===== config.mk =====
export PLATFORM = sky130hd
export DESIGN_NAME = dds_top
export DESIGN_NICKNAME = d
export VERILOG_FILES = /design/src/rtl/dds_pkg.sv /design/src/rtl/dds_sin_lut.sv /design/src/rtl/dds_top.sv
export SDC_FILE = /design/constraint.sdc
export NUM_CORES = 1
export LEC_CHECK = 0
export ABC_AREA = 1
export BUFFER_PORTS_ARGS = -buffer_cell sky130_fd_sc_hd__buf_2
export CAP_MARGIN = 10
export CORE_MARGIN = 2
export CORE_UTILIZATION = 60
export CTS_BUF_LIST = sky130_fd_sc_hd__clkbuf_4
export CTS_CLUSTER_SIZE = 28
export DETAILED_ROUTE_END_ITERATION = 10
export GPL_TIMING_DRIVEN = 0
export PLACE_DENSITY = 0.79
export SETUP_SLACK_MARGIN = 0.4
export SLEW_MARGIN = 15
export SYNTH_ARGS = -nofsm -noshare
export SYNTH_HDL_FRONTEND = slang
export SYNTH_SLANG_ARGS = --single-unit
export TNS_END_PERCENT = 100

===== constraint.sdc =====
create_clock -name clk -period 5.11 [get_ports clk]
set_clock_uncertainty 0.05 [all_clocks]
set_input_delay 1.022 -clock clk [delete_from_list [all_inputs] [get_ports clk]]
set_output_delay 1.022 -clock clk [all_outputs]
set_load 0.01 [all_outputs]

===== src/rtl/dds_pkg.sv =====
// Shared constants and pipeline bundles for the DDS sample generator.
// Register map, widths and reset values live here.
package dds_pkg;

  localparam int PHASE_W = 16;
  localparam int OUT_W   = 13;
  localparam int LUT_AW  = 6;
  localparam int MAG_W   = 12;

  localparam logic [15:0] ADDR_CTRL = 16'h10;
  localparam logic [15:0] ADDR_FTW  = 16'h20;
  localparam logic [15:0] ADDR_AMP  = 16'h30;

  localparam logic               EN_RST  = 1'b1;
  localparam logic [PHASE_W-1:0] FTW_RST = '0;
  localparam logic [3:0]         AMP_RST = 4'hF;

  localparam logic [OUT_W-1:0] MID = 13'd4096;

  typedef struct packed {
    logic              vld;
    logic [1:0]        q;
    logic [LUT_AW-1:0] idx;
  } p1_t;

  typedef struct packed {
    logic             vld;
    logic [OUT_W-1:0] s;
  } p2_t;

endpackage


===== src/rtl/dds_sin_lut.sv =====
// Quarter-wave sine magnitude table, half-LSB phase offset.
// mag[i] = round(4095 * sin(pi/2 * (i + 0.5) / 64)).
module dds_sin_lut
  import dds_pkg::*;
(
  input  logic [LUT_AW-1:0] addr,
  output logic [MAG_W-1:0]  mag
);

  always_comb begin
    mag = '0;
    unique case (addr)
      6'd0:  mag = 12'd50;
      6'd1:  mag = 12'd151;
      6'd2:  mag = 12'd251;
      6'd3:  mag = 12'd351;
      6'd4:  mag = 12'd451;
      6'd5:  mag = 12'd551;
      6'd6:  mag = 12'd651;
      6'd7:  mag = 12'd750;
      6'd8:  mag = 12'd848;
      6'd9:  mag = 12'd946;
      6'd10: mag = 12'd1044;
      6'd11: mag = 12'd1141;
      6'd12: mag = 12'd1237;
      6'd13: mag = 12'd1332;
      6'd14: mag = 12'd1427;
      6'd15: mag = 12'd1521;
      6'd16: mag = 12'd1613;
      6'd17: mag = 12'd1705;
      6'd18: mag = 12'd1796;
      6'd19: mag = 12'd1886;
      6'd20: mag = 12'd1975;
      6'd21: mag = 12'd2062;
      6'd22: mag = 12'd2148;
      6'd23: mag = 12'd2233;
      6'd24: mag = 12'd2317;
      6'd25: mag = 12'd2399;
      6'd26: mag = 12'd2480;
      6'd27: mag = 12'd2559;
      6'd28: mag = 12'd2636;
      6'd29: mag = 12'd2713;
      6'd30: mag = 12'd2787;
      6'd31: mag = 12'd2860;
      6'd32: mag = 12'd2931;
      6'd33: mag = 12'd3000;
      6'd34: mag = 12'd3068;
      6'd35: mag = 12'd3133;
      6'd36: mag = 12'd3197;
      6'd37: mag = 12'd3259;
      6'd38: mag = 12'd3319;
      6'd39: mag = 12'd3377;
      6'd40: mag = 12'd3433;
      6'd41: mag = 12'd3486;
      6'd42: mag = 12'd3538;
      6'd43: mag = 12'd3588;
      6'd44: mag = 12'd3635;
      6'd45: mag = 12'd3680;
      6'd46: mag = 12'd3723;
      6'd47: mag = 12'd3764;
      6'd48: mag = 12'd3802;
      6'd49: mag = 12'd3838;
      6'd50: mag = 12'd3872;
      6'd51: mag = 12'd3904;
      6'd52: mag = 12'd3933;
      6'd53: mag = 12'd3960;
      6'd54: mag = 12'd3984;
      6'd55: mag = 12'd4006;
      6'd56: mag = 12'd4026;
      6'd57: mag = 12'd4043;
      6'd58: mag = 12'd4058;
      6'd59: mag = 12'd4070;
      6'd60: mag = 12'd4080;
      6'd61: mag = 12'd4087;
      6'd62: mag = 12'd4092;
      6'd63: mag = 12'd4095;
    endcase
  end

endmodule


===== src/rtl/dds_top.sv =====
// DDS: register file, phase accumulator and 3-stage
// sine/scale pipeline producing an offset-binary DAC stream.
module dds_top
  import dds_pkg::*;
(
  input  logic             clk,
  input  logic             rstn,
  input  logic             wr,
  input  logic [15:0]      waddr,
  input  logic [15:0]      wdata,
  output logic             out_valid,
  output logic [OUT_W-1:0] dout
);

  logic               wr_ctrl, wr_ftw, wr_amp;
  logic               en_q, en_d;
  logic [PHASE_W-1:0] ftw_q, ftw_d;
  logic [3:0]         amp_q, amp_d;
  logic [PHASE_W-1:0] acc_q, acc_d;
  p1_t                p1_q, p1_d;
  p2_t                p2_q, p2_d;
  logic               vld3_q, vld3_d;
  logic [OUT_W-1:0]   dout_q, dout_d;

  logic [LUT_AW-1:0]       lut_a;
  logic [MAG_W-1:0]        lut_mag;
  logic signed [OUT_W-1:0] mag_s;
  logic [4:0]              amp_p1;
  logic signed [18:0]      prod;
  logic [OUT_W-1:0]        scaled_u;
  logic                    unused_bits;

  assign wr_ctrl = wr && (waddr == ADDR_CTRL);
  assign wr_ftw  = wr && (waddr == ADDR_FTW);
  assign wr_amp  = wr && (waddr == ADDR_AMP);

  always_comb begin
    en_d  = en_q;
    ftw_d = ftw_q;
    amp_d = amp_q;
    unique case (1'b1)
      wr_ctrl: en_d  = wdata[0];
      wr_ftw:  ftw_d = wdata;
      wr_amp:  amp_d = wdata[3:0];
      default: ;
    endcase
    acc_d = acc_q;
    if (wr_ctrl && wdata[1])
      acc_d = '0;
    else if (en_q)
      acc_d = acc_q + ftw_q;
  end

  dds_sin_lut u_lut (
    .addr (lut_a),
    .mag  (lut_mag)
  );

  // Odd quadrants read the table backwards; q[1] selects the negative half.
  assign lut_a = p1_q.q[0] ? ~p1_q.idx : p1_q.idx;
  assign mag_s = $signed({1'b0, lut_mag});

  // Product floor-shifted by 4 always fits 13 bits: |s*16|/16 <= 4095.
  assign amp_p1      = {1'b0, amp_q} + 5'd1;
  assign prod        = 19'($signed(p2_q.s)) * 19'($signed({1'b0, amp_p1}));
  assign scaled_u    = prod[16:4];
  assign unused_bits = ^{prod[18:17], prod[3:0]};

  always_comb begin
    p1_d     = p1_q;
    p1_d.vld = en_q;
    if (en_q) begin
      p1_d.q   = acc_q[15:14];
      p1_d.idx = acc_q[13:8];
    end
    p2_d     = p2_q;
    p2_d.vld = p1_q.vld;
    if (p1_q.vld)
      p2_d.s = p1_q.q[1] ? -mag_s : mag_s;
    vld3_d = p2_q.vld;
    dout_d = dout_q;
    if (p2_q.vld)
      dout_d = MID + scaled_u;
  end

  always_ff @(posedge clk or negedge rstn) begin
    if (!rstn) begin
      en_q   <= EN_RST;
      ftw_q  <= FTW_RST;
      amp_q  <= AMP_RST;
      acc_q  <= '0;
      p1_q   <= '0;
      p2_q   <= '0;
      vld3_q <= 1'b0;
      dout_q <= '0;
    end else begin
      en_q   <= en_d;
      ftw_q  <= ftw_d;
      amp_q  <= amp_d;
      acc_q  <= acc_d;
      p1_q   <= p1_d;
      p2_q   <= p2_d;
      vld3_q <= vld3_d;
      dout_q <= dout_d;
    end
  end

  assign out_valid = vld3_q;
  assign dout      = dout_q;

endmodule


Yosys cells after proc, flatten, opt, wreduce, memory -nomap -nowiden
Memory sizes are Yosys's and may differ from the RTL's.
Cells that the tools add are included.
{"block": "totals", "out_inout_bits": 14, "memories": 1, "register_bits": 74, "rom_bits": 768, "input_bits": 35}
{"block": "op_classes", "n_addsub": 4, "mux": 4, "n_bitwise": 1, "n_reduce_logical": 5, "n_eq_ne": 3, "mul": 1}
{"memory": "(no name shown)", "depth": 64, "width": 12, "read_ports": 1, "rd_clocked_by_memory_dff": 0, "wr": 0, "line_no": "dds_sin_lut.sv:12", "rtl": "unique case (addr)"}
{"op": "equality test 16 x 6 -> 1 bit (second input constant)", "count": 2}
{"op": "2-to-1 mux 16 bit", "count": 2}
{"op": "multiplier 13 x 6 -> 17 bit", "count": 1}
{"op": "adder 16 bit", "count": 1}
{"op": "equality test 16 x 5 -> 1 bit (second input constant)", "count": 1}
{"op": "adder 13 bit (first input constant)", "count": 1}
{"op": "2-to-1 mux 13 bit", "count": 1}
{"op": "negation 12 -> 13 bit", "count": 1}
{"op": "2-to-1 mux 6 bit", "count": 1}
{"op": "NOT 6 bit", "count": 1}
{"op": "adder 4 x 1 -> 5 bit (second input constant)", "count": 1}
{"op": "logical AND 1 bit", "count": 4}
{"op": "nonzero test 2 bit", "count": 1}

Depth between registers and ports, before layout
An unclocked memory read counts as a cell.
{"block": "logic_depth", "ltp_word": 5, "ltp_mapped": 21}

Modules after synthesis
A second synthesis with hierarchy kept.
{"block": "unflattened", "cells_unflattened": 1075, "hier_area_um2": 7429.6}
{"mod": "dds_top", "cells_each": 824, "seq_area_each_um2": 1858.0, "n_inst": 1, "area_each_um2": 6234.7}
{"mod": "dds_sin_lut", "cells_each": 251, "seq_area_each_um2": 0.0, "n_inst": 1, "area_each_um2": 1194.9}

Worst setup path after synthesis
OpenSTA, ideal clock, no wires.
{"block": "synth_path", "path_type": "register -> register", "startpoint": "register amp_q[0]", "endpoint": "register dout_q[12] (netlist: dout[12])", "arrival_time_ps": 4342, "path_stages_with_launch": 19, "setup_ps": 134, "path_slack_ps": 583, "synth_period_minus_slack_ps": 4527, "path_cell_list": "dfstp_2 -> ha_1 -> xor2_1 -> clkinv_1 -> nor2_1 -> fa_1 -> fa_1 -> inv_1 -> fa_1 -> inv_1 -> ha_1 -> a21oi_1 -> o21a_1 -> nand2_1 -> a21boi_0 -> o21ai_0 -> a21oi_1 -> xor2_1 -> o21ai_0"}
{"block": "synth_between", "elab_chain_len": 3}
{"item": "start, declared", "line_no": "dds_top.sv:18", "rtl": "logic [3:0] amp_q, amp_d;"}
{"item": "start signal, assigned", "line_no": "dds_top.sv:99", "rtl": "amp_q <= amp_d;"}
{"item": "adder 4 x 1 -> 5 bit", "line_no": "dds_top.sv:64", "rtl": "assign amp_p1 = {1'b0, amp_q} + 5'd1;"}
{"item": "multiplier 13 x 6 -> 17 bit", "line_no": "dds_top.sv:65", "rtl": "assign prod = 19'($signed(p2_q.s)) * 19'($signed({1'b0, amp_p1}));"}
{"item": "adder 13 bit", "line_no": "dds_top.sv:83", "rtl": "dout_d = MID + scaled_u;"}
{"item": "end signal, assigned", "line_no": "dds_top.sv:104", "rtl": "dout_q <= dout_d;"}
{"item": "end, declared", "line_no": "dds_top.sv:23", "rtl": "logic [OUT_W-1:0] dout_q, dout_d;"}
No other way between the ends.
A chain may end at the register's enable or synchronous reset.

Worst setup path after layout
{"block": "layout_path", "startpoint": "register amp_q[0]", "endpoint": "register dout_q[9] (netlist: dout[9])"}
The elaborated chain is that of the path after synthesis.

==> impl_metrics.tcl <==
set metrics [dict create \
    vias 6696 \
    tightest_slew_ns 0.583 \
    dr.pass1.iters 7 \
    die_h_um 112 \
    grt_antenna_before_repair 0 \
    cts_tree "built" \
    ys.flop_type "dfrtp_1" \
    syn_inst 989 \
    reg2reg_depth 21 \
    wl_per_cell_um 15.0 \
    whs_ns 0.349 \
    leakagePower_nw 4.15 \
    ctsHtreeMaxLevel 3 \
    rsz0062_at_grt "no" \
    drc 0 \
    grt_pass1_vias 6389 \
    synth_top_area_share_pct 24.5 \
    drt_iter0_drc 524 \
    setup-violations-final 0 \
    hold_viol 0 \
    status "finished, final reports clean" \
    cts_root_buffer "clkbuf_4" \
    p_int_mw 0.753 \
    coreArea_um2 11500 \
    place_inst 1181 \
    stdcell_count 1204 \
    start_util_pct 61.6 \
    syn_nets 1113 \
    fin_crit_ns 4.51 \
    path_max_fanout 10 \
    synth_area_per_cell_um2 7.14 \
    setup.worst_path.class "reg -> reg" \
    yosysWarnings 0 \
    crit_start "amp_q[0]" \
    drive_above_1_share_pct 13.7 \
    final_antenna_net_count 0 \
    critPathLaunchType "flip-flop" \
    rows 39 \
    synth_area_leaders "dfrtp_1, nand2_1, fa_1" \
    nets 1180 \
    cp_data_arrival_time_ns 4.80 \
    p_comb_share_pct 13.5 \
    grtUsageTotal_pct 29.7 \
    cp.required_ns 5.40 \
    cp-endpoint "dout[9]" \
    postCtsHoldBufs 0 \
    area_growth_syn_to_layout_pct 9.94 \
    dp_hpwl_mm 14.1 \
    grt_remaining_overflow 0 \
    rr_startpoint "amp_q[0]" \
    fmax_mhz 222 \
    maxSlewViolCount 0 \
    synth_common_cells "nand2_1, inv_1, nand3_1" \
    grt_first_pass_wirelength_mm 30.4 \
    switchingPower_mw 0.322 \
    fp.dieW_um 112 \
    synth_edf_count 0 \
    synthArstFlopShare_pct 100 \
    slew_headroom_pct 61.1 \
    cts_buffers 9 \
    cp-end-kind "flip-flop" \
    synth-seq-cells 74 \
    port_buffers 48 \
    die-area_um2 12700 \
    synth_cell_types 43 \
    synthesis.area_um2 7060 \
    maxCapViolations 0 \
    vias_per_cell 5.56 \
    multi_input_area_um2 4590 \
    synth_top_area_cell "dfrtp_1" \
    power_mw 1.07 \
    post-route-period-util_pct 88.3 \
    worstSkewPairLatency_ns 0.45 \
    grt_max_degree 63 \
    tns_ns 0 \
    min_path_type "in -> async" \
    seq_power_share_pct 56.3 \
    synth-seq-area-share_pct 26.3 \
    io_pins 49 \
    swShare_pct 30.0 \
    power_density_nw_per_um2 138 \
    drt-total-wl_mm 18.1 \
    path_clk_slew_ns 0.14 \
    antennaDiodeCount 0 \
    power.share.clock_pct 30.2 \
    ctsLongestPathBuffers 2 \
    r2r_slack_ns 0.60 \
    cts.sinks 74 \
    num-fill-cells 1015 \
    place_congestion 0.979 \
    seq_area_um2 1860 \
    yosysMostFrequentCell "nand2_1" \
    regToRegEndpoint "dout[9]" \
    ir_drop_mv 0.174 \
]
## per-layer routing
layer / track usage (%) / share of wire (%)
met5: 0 / 0
met4: 9.43 / 2.2
met3: 3.56 / 5.0
met2: 50.3 / 49
met1: 40.1 / 44
## cells by family (layout without fill, tap and decap cells)
kind of cell,count (synthesis),in the layout,synth area share [%]
compound gates,131,131,10.1
xor+xnor,20,20,2.48
fa+ha+maj,89,89,19.8
buf+inv,170,242,9.55
flops,74,74,26.3
mux,13,13,2.06
simple gates,492,492,29.7
## placed cells by master (no fill, tap or decap), types with 8 or more instances in the layout
| master | netlist | routed |
|---|---|---|
| fa_1 | 38 | 38 |
| inv_1 | 136 | 135 |
| xor2_1 | 11 | 10 |
| buf_4 | 3 | 11 |
| nand3_1 | 99 | 99 |
| nor2_1 | 92 | 89 |
| clkbuf_4 | 0 | 11 |
| nand4_1 | 8 | 8 |
| buf_2 | 8 | 56 |
| mux2_2 | 12 | 12 |
| a21oi_1 | 43 | 40 |
| dfrtp_1 | 69 | 69 |
| xnor2_1 | 9 | 9 |
| o21ai_0 | 60 | 58 |
| nand2_2 | 9 | 9 |
| ha_1 | 51 | 49 |
| nand2_1 | 262 | 262 |
| clkbuf_1 | 14 | 10 |
## worst min path at each step
stage               to  cells past startpoint  startpoint
6_report       dout[5]                      1        rstn
4_1_cts        dout[5]                      1        rstn
5_1_grt        dout[5]                      1        rstn
3_5_place_dp    vld3_d                      0     p1_q[8]
3_3_place_gp    vld3_d                      0     p1_q[8]
2_1_floorplan   vld3_d                      0     p1_q[8]
## what timing repair did
item,4_1_cts,5_1_grt
setup endpoints to repair,8,5
endpoints found under the hold margin,0,0
resized for setup,14,17
pin swaps,1,3
buffers inserted,1,6
## power groups by stage
stage | clock network, mW | registers [mW] | logic, mW
after CTS | 0.334 | 0.605 | 0.145
after global placement | 0 | 0.616 | 0.139
final | 0.324 | 0.605 | 0.145
after detailed placement | 0 | 0.616 | 0.144
after floorplan | 0 | 0.616 | 0.0822
after global routing | 0.355 | 0.606 | 0.164
## registers in the layout, indices dropped and copies added, names as in the netlist
register   flops
en_q           1
ftw_q         16
p1_q           9
acc_q         16
amp_q          4
vld3_d         1
out_valid      1
dout          13
p2_q          13
## layout make-up
cell class	instances	area share, %
Multi-Input combinational cell	745	59.2
Sequential cell	74	23.9
Inverter	143	6.98
Timing Repair Buffer	56	4.16
Tap cell	143	2.30
Buffer	27	1.95
Clock buffer	10	0.967
Clock inverter	6	0.532
## worst max-delay path, cell delays in order (launching register included)
cell and delay [ns]:
dfstp_2 0.59, ha_4 0.17, nand2_1 0.09, nor2_2 0.13
inv_1 0.10, clkbuf_4 0.19, nor2_1 0.10, ha_1 0.25
fa_1 0.54, inv_1 0.06, fa_1 0.55, inv_1 0.05
ha_1 0.34, a21oi_1 0.17, nand2_1 0.12, nand2_1 0.09
nand2_1 0.07, a21oi_2 0.17, o21ai_1 0.11, a21oi_1 0.19
xor2_1 0.17, o21ai_0 0.10
## per-stage QoR
stage	util (%)	setup WS, ns	instance area, um2
finish	67.7	0.597	7760
global route	67.7	0.369	7760
CTS	66.9	0.400	7680
detailed placement	65.5	-0.262	7510
global placement	65.2	-0.212	7480
floorplan	-	0.583	7060
Note: power is estimated with default switching activity, not from simulation.
